==> src/rtl/hs_sync_fifo.sv <==
// Clocked receiver for a four-phase bundled-data channel. It synchronises the request,
// captures each token into a small FIFO, and re-presents the tokens on a valid/ready port.
module hs_sync_fifo #(
  parameter int N     = 1,
  parameter int DEPTH = 4,
  parameter int SYNC  = 2
) (
  input  logic                         clk,
  input  logic                         rst,
  input  logic                         r_i,
  output logic                         a_i,
  input  logic [N-1:0]                 d_i,
  output logic                         v_o,
  input  logic                         rdy_o,
  output logic [N-1:0]                 d_o,
  output logic [$clog2(DEPTH+1)-1:0]   cnt_o
);

  localparam int PW = $clog2(DEPTH);
  localparam int CW = $clog2(DEPTH+1);

  typedef enum logic {IDLE = 1'b0, ACKED = 1'b1} state_t;

  state_t          state_q, state_d;
  logic [SYNC-1:0] sync_q;
  logic            r_s;
  logic [N-1:0]    mem_q [DEPTH];
  logic [PW-1:0]   wp_q, wp_d, rp_q, rp_d;
  logic [CW-1:0]   cnt_q, cnt_d;
  logic            full, push, pop;

  // Request synchroniser; only its last stage feeds the control logic.
  genvar gi;
  generate
    for (gi = 0; gi < SYNC; gi++) begin : g_sync
      always_ff @(posedge clk or negedge rst) begin
        if (!rst) begin
          sync_q[gi] <= 1'b0;
        end else if (gi == 0) begin
          sync_q[gi] <= r_i;
        end else begin
          sync_q[gi] <= sync_q[(gi == 0) ? 0 : gi-1];
        end
      end
    end
  endgenerate

  assign r_s  = sync_q[SYNC-1];
  assign full = (cnt_q == CW'(DEPTH));

  always_ff @(posedge clk or negedge rst) begin
    if (!rst) begin
      state_q <= IDLE;
    end else begin
      state_q <= state_d;
    end
  end

  always_comb begin
    state_d = state_q;
    case (state_q)
      IDLE:    if (r_s && !full) state_d = ACKED;
      ACKED:   if (!r_s)         state_d = IDLE;
      default:                   state_d = IDLE;
    endcase
  end

  // A pop on a full edge frees a slot only for the following edge, since full is registered.
  always_comb begin
    a_i  = (state_q == ACKED);
    push = (state_q == IDLE) && r_s && !full;
  end

  assign pop   = v_o && rdy_o;
  assign v_o   = (cnt_q != '0);
  assign cnt_o = cnt_q;
  assign d_o   = mem_q[rp_q];

  always_comb begin
    wp_d  = push ? wp_q + PW'(1) : wp_q;
    rp_d  = pop  ? rp_q + PW'(1) : rp_q;
    cnt_d = cnt_q;
    case ({push, pop})
      2'b10:   cnt_d = cnt_q + CW'(1);
      2'b01:   cnt_d = cnt_q - CW'(1);
      default: cnt_d = cnt_q;
    endcase
  end

  always_ff @(posedge clk or negedge rst) begin
    if (!rst) begin
      wp_q  <= '0;
      rp_q  <= '0;
      cnt_q <= '0;
    end else begin
      wp_q  <= wp_d;
      rp_q  <= rp_d;
      cnt_q <= cnt_d;
    end
  end

  always_ff @(posedge clk or negedge rst) begin
    if (!rst) begin
      for (int i = 0; i < DEPTH; i++) begin
        mem_q[i] <= '0;
      end
    end else if (push) begin
      mem_q[wp_q] <= d_i;
    end
  end

endmodule

==> config.mk <==
export PLATFORM = sky130hd
export DESIGN_NAME = hs_sync_fifo
export DESIGN_NICKNAME = d
export VERILOG_FILES = /design/src/rtl/hs_sync_fifo.sv
export SDC_FILE = /design/constraint.sdc
export NUM_CORES = 1
export LEC_CHECK = 0
export CELL_PAD_IN_SITES_DETAIL_PLACEMENT = 0
export CELL_PAD_IN_SITES_GLOBAL_PLACEMENT = 1
export CORE_MARGIN = 1.5
export CORE_UTILIZATION = 30
export CTS_CLUSTER_SIZE = 8
export DETAILED_ROUTE_END_ITERATION = 10
export GPL_TIMING_DRIVEN = 0
export PLACE_DENSITY_LB_ADDON = 0.1
export SLEW_MARGIN = 10
export SYNTH_ARGS = -nofsm -noshare
export SYNTH_HDL_FRONTEND = slang
export SYNTH_SLANG_ARGS = --single-unit
==> constraint.sdc <==
create_clock -name clk -period 4.35 [get_ports clk]
set_input_delay 0.87 -clock clk [delete_from_list [all_inputs] [get_ports clk]]
set_output_delay 0.87 -clock clk [all_outputs]
set_load 0.005 [all_outputs]
After elaboration in Yosys (flattened, before gate mapping)

Cells that the tools add are included.

$add $sub $neg: 4
$lt $le $gt $ge: 3
Equal/unequal tests: 3
Multiplexer cells: 10
Bitwise logic cells: 3
Reductions and logical operators: 8

Operator list:

| operator            | number |
|---|---|
| $ge 3x3->1 const B  | 2 |
| $not 2->3           | 2 |
| $pmux 3 s2          | 1 |
| $logic_and 1x1->1   | 5 |
| $mux 1              | 5 |
| $add 2x1->2 const B | 2 |
| $bwmux 4            | 1 |
| $add 3x1->3 const B | 1 |
| $eq 3x3->1 const B  | 1 |
| $lt 3x1->1 const B  | 1 |
| $reduce_bool 3->1   | 1 |
| $sub 3x1->3 const B | 1 |
| $bmux 1 s2          | 1 |
| $demux 1 s2         | 1 |
| $eq 2x1->1 const B  | 1 |
| $eq 2x2->1 const B  | 1 |
| $pmux 1 s2          | 1 |
| $reduce_bool 2->1   | 1 |
| $logic_not 1->1     | 1 |
| $not 1->1           | 1 |

Register bits after elaboration: 14
Input port bits: 5
Output and inout bits: 6

Logic depth before layout (Yosys ltp)

Word-level depth: 6
Gate-level depth with buffers: 10

Worst setup path after synthesis

No wires, ideal clock.

Path kind: register to register
Start point: register cnt_q[0], in the netlist cnt_o[0]
End point: register cnt_q[2], in the netlist cnt_o[2]
Setup time: 0.079 ns
Data arrival time: 2.103 ns
Slack: 2.168 ns
Stages on the path, launching flop included: 11
Cells stage by stage: dfrtp_1 > or3b_1 > buf_6 > and2_4 > inv_1 > ha_1 > inv_1 > fa_1 > xor2_1 > nor2_1 > xor2_1

Word-level cells in the longest chain between the ends: 5

Ends and longest elaborated chain:

| what                                            | RTL line | source |
|---|---|---|
| start: declaration                              | 29       | `logic [CW-1:0] cnt_q, cnt_d;` |
| start signal: assignment                        | 98       | `cnt_q <= cnt_d;` |
| $eq 3x3->1                                      | 49       | `assign full = (cnt_q == CW'(DEPTH));` |
| $logic_not 1->1                                 | 71       | `push = (state_q == IDLE) && r_s && !full;` |
| $logic_and 1x1->1                               | 71       |  |
| $eq 2x1->1 or $eq 2x2->1 (tied branches)        | 83       | `case ({push, pop})` |
| $pmux 3 s2 or $reduce_bool 2->1 (tied branches) | -        |  |

Parallel ways exist; a longest one is shown, timed or not.
A chain may end at the register's enable or synchronous reset.

Worst setup path after layout

Start point: register cnt_q[0], in the netlist cnt_o[0]
End point: output v_o

Word-level cells in the longest chain between the ends: 1

Ends and longest elaborated chain:

| what              | RTL line | source |
|---|---|---|
| $reduce_bool 3->1 | 75       | `assign v_o = (cnt_q != '0);` |
| end: declaration  | 13       | `output logic v_o,` |

No other way between the ends.

==> metrics.yaml <==
yosys:
  yosysMostFrequentCell: "dfrtp_1"
  synth-seq-area-share: 0.4887
  synth_area_leader_cell: "dfrtp_1"
  postSynthAreaPerCell_um2: 13.53
  async_flop_share: 1.000
  synth_flop_cell: "dfrtp_1"
  ys_warn_count: 0
  synthTopCellsByCount: "14 x dfrtp_1, 6 x inv_1, 5 x ha_1"
  synth_seq_cells: 14
  netlist.area_leader.share: 0.4887
  synth.cell_area_um2: 716.9
  synthTopCellsByArea: "dfrtp_1 49%, ha_1 8.7%, mux2_1 6.3%, nand3_2 5.6%, xor2_1 3.7%"
  synthDistinctLibCells: 22
  postSynthCellCount: 53
  synth_enable_flop_cells: 0
  mappedNetlistNets: 64
detailed_routing:
  drtAntennaViolNets: 0
  via_per_inst: 4.404
  drt-initial-drc-count: 2
  drt_pass1_iterations: 2
  dr_total_vias: 414
  drc_errors: 0
  drt-total-wl_um: 1088
  wire_per_inst_um: 11.57
floorplanning:
  initial_core_util: 0.3210
  num_rows: 17
  coreArea_um2: 2233
  dieArea_um2: 2692
  io_pins: 11
  fp.dieW_um: 51.89
  die-height_um: 51.89
placed_design:
  dpl.cell_count: 91
  dp_hpwl_um: 862.9
  place_area_um2: 852.1
  gp_congestion: 0.6615
  io_buffer_count: 10
  place_ws_ns: 1.736
pwr:
  ir_drop_uv: 294.4
  p_comb_frac: 0.460
  power.share.clock: 0.124
  p_per_area_nw_per_um2: 647.0
  power_switching_share: 0.3329
  pwr-share-seq: 0.416
  switching_power_mw: 0.1883
  p_total_mw: 0.5658
  p_leak_nw: 0.3797
  internal-power_mw: 0.3775
grt:
  grt_pass1_wl_um: 1966
  grt_max_degree: 15
  grt_pass1_vias: 442
  grtUsageTotal: 0.1056
  antenna_found_initial: 0
  overflow: 0
finish:
  drive_above_1_share: 0.2273
  stdcell_area_um2: 874.6
  utilization: 0.3916
  stdcell_count: 94
  finalNetCount: 79
  n_antenna_cell: 0
  areaGrowthSynthToFinish_pct: 21.99
timing:
  setup_viol_count_final: 0
  tightest_slew_ns: 0.6416
  finalMaxSlewViolations: 0
  post-route-period-util: 0.5802
  finalHoldViolCount: 0
  max_freq_ghz: 0.3962
  rsz0062_at_grt: "false"
  holdWs_ns: 0.3604
  fin_crit_ns: 2.524
  timing.final.ws_setup_ns: 1.826
  fin_skew_ns: 0.001932
  relSlewSlack: 0.5709
  setup_tns_ns: 0
critical_path:
  startpoint: "cnt_o[0]"
  critPathCaptureType: "primary output"
  worstPathRequired_ns: 3.48
  r2r-start: "cnt_o[0]"
  start_kind: "flop"
  cp.arrival_ns: 1.65
  r2r_slack_ns: 2.06
  worstPathMaxFanout: 6
  critical_path_class: "reg -> out"
min_path:
  holdCritStartpoint: "sync_q[0]"
  hold_class: "reg -> reg"
cts:
  clk_latency_ns: 0.27
  root_buffer: "clkbuf_4"
  tritoncts: "built"
  post_cts_buffers: 0
  hold_buffers: 0
  cts_resized: 0
  cts.htree.levels: 1
  clock-sinks: 14
  cts_buffers: 3
  cts.reportedPaths.clkPinSlew_ns: 0.08
  clockBufferDepth: 2
run_status:
  status: "finished clean"
job:
  maxCapViolations: 0
==> layout make-up <==
class,instances,area [µm²]
clock buffers,3,22.52
well taps,28,35.03
plain buffers,1,11.26
repair buffers,10,100.1
fillers,233,1359
flip-flops and latches,14,350.3
inverters,6,22.52
multi-input cells,32,332.8
==> worst max-delay path, stage by stage (launching register included) <==
cell and delay (ns):
dfrtp_1 0.44, or3_2 0.48, clkdlybuf4s50_1 0.46
==> power groups by stage <==
stage / registers (mW) / logic (mW) / clock network (mW)
floorplan: 0.228 / 0.180 / 0
finish: 0.235 / 0.260 / 0.0701
global placement: 0.238 / 0.265 / 0
CTS: 0.236 / 0.268 / 0.0751
detailed placement: 0.239 / 0.267 / 0
global route: 0.247 / 0.296 / 0.0809
==> sequential cells by signal, summed over array words and instances, names as in the netlist <==
signal	flops
mem_q	4
rp_q	2
wp_q	2
r_s	1
sync_q	1
a_i	1
cnt_o	3
==> metal layers <==
layer  global-route usage  part of all wire  up-vias
met5                    0                 0        -
met4              0.05263            0.0092        0
met3              0.03448             0.037        2
met2               0.1646              0.47        9
met1               0.1298              0.48      201
li1                     -                 -      202
==> worst paths after layout <==
path / endpoint / cells past startpoint
max: v_o / 2
min: r_s / 0
max reg2reg: cnt_o[2] / 10
min reg2reg: r_s / 0
max in group asynchronous: cnt_o[0] / 1
min in group asynchronous: mem_q[2] / 1
==> cell families after synthesis <==
kind of cell | share of synthesized area
flops | 0.4887
simple gates | 0.1204
buf+inv | 0.04712
xor+xnor | 0.08379
mux | 0.1082
fa+ha+maj | 0.1152
compound gates | 0.03666
==> cell usage in the layout (no fill, tap or decap), drive strengths merged <==
master and instances:
clkdlybuf4s50 10, o21a 1, inv 6, xnor2 3
nand2 1, clkbuf 3, fa 1, mux2 4
or3 1, mux2i 1, ha 5, or3b 1
mux4 1, and2b 1, nor2 1, o21ai 1
buf 1, xor2 3, and2 1, nand3 5
o31a 1, dfrtp 14
Power figures use the tool's default switching activity.
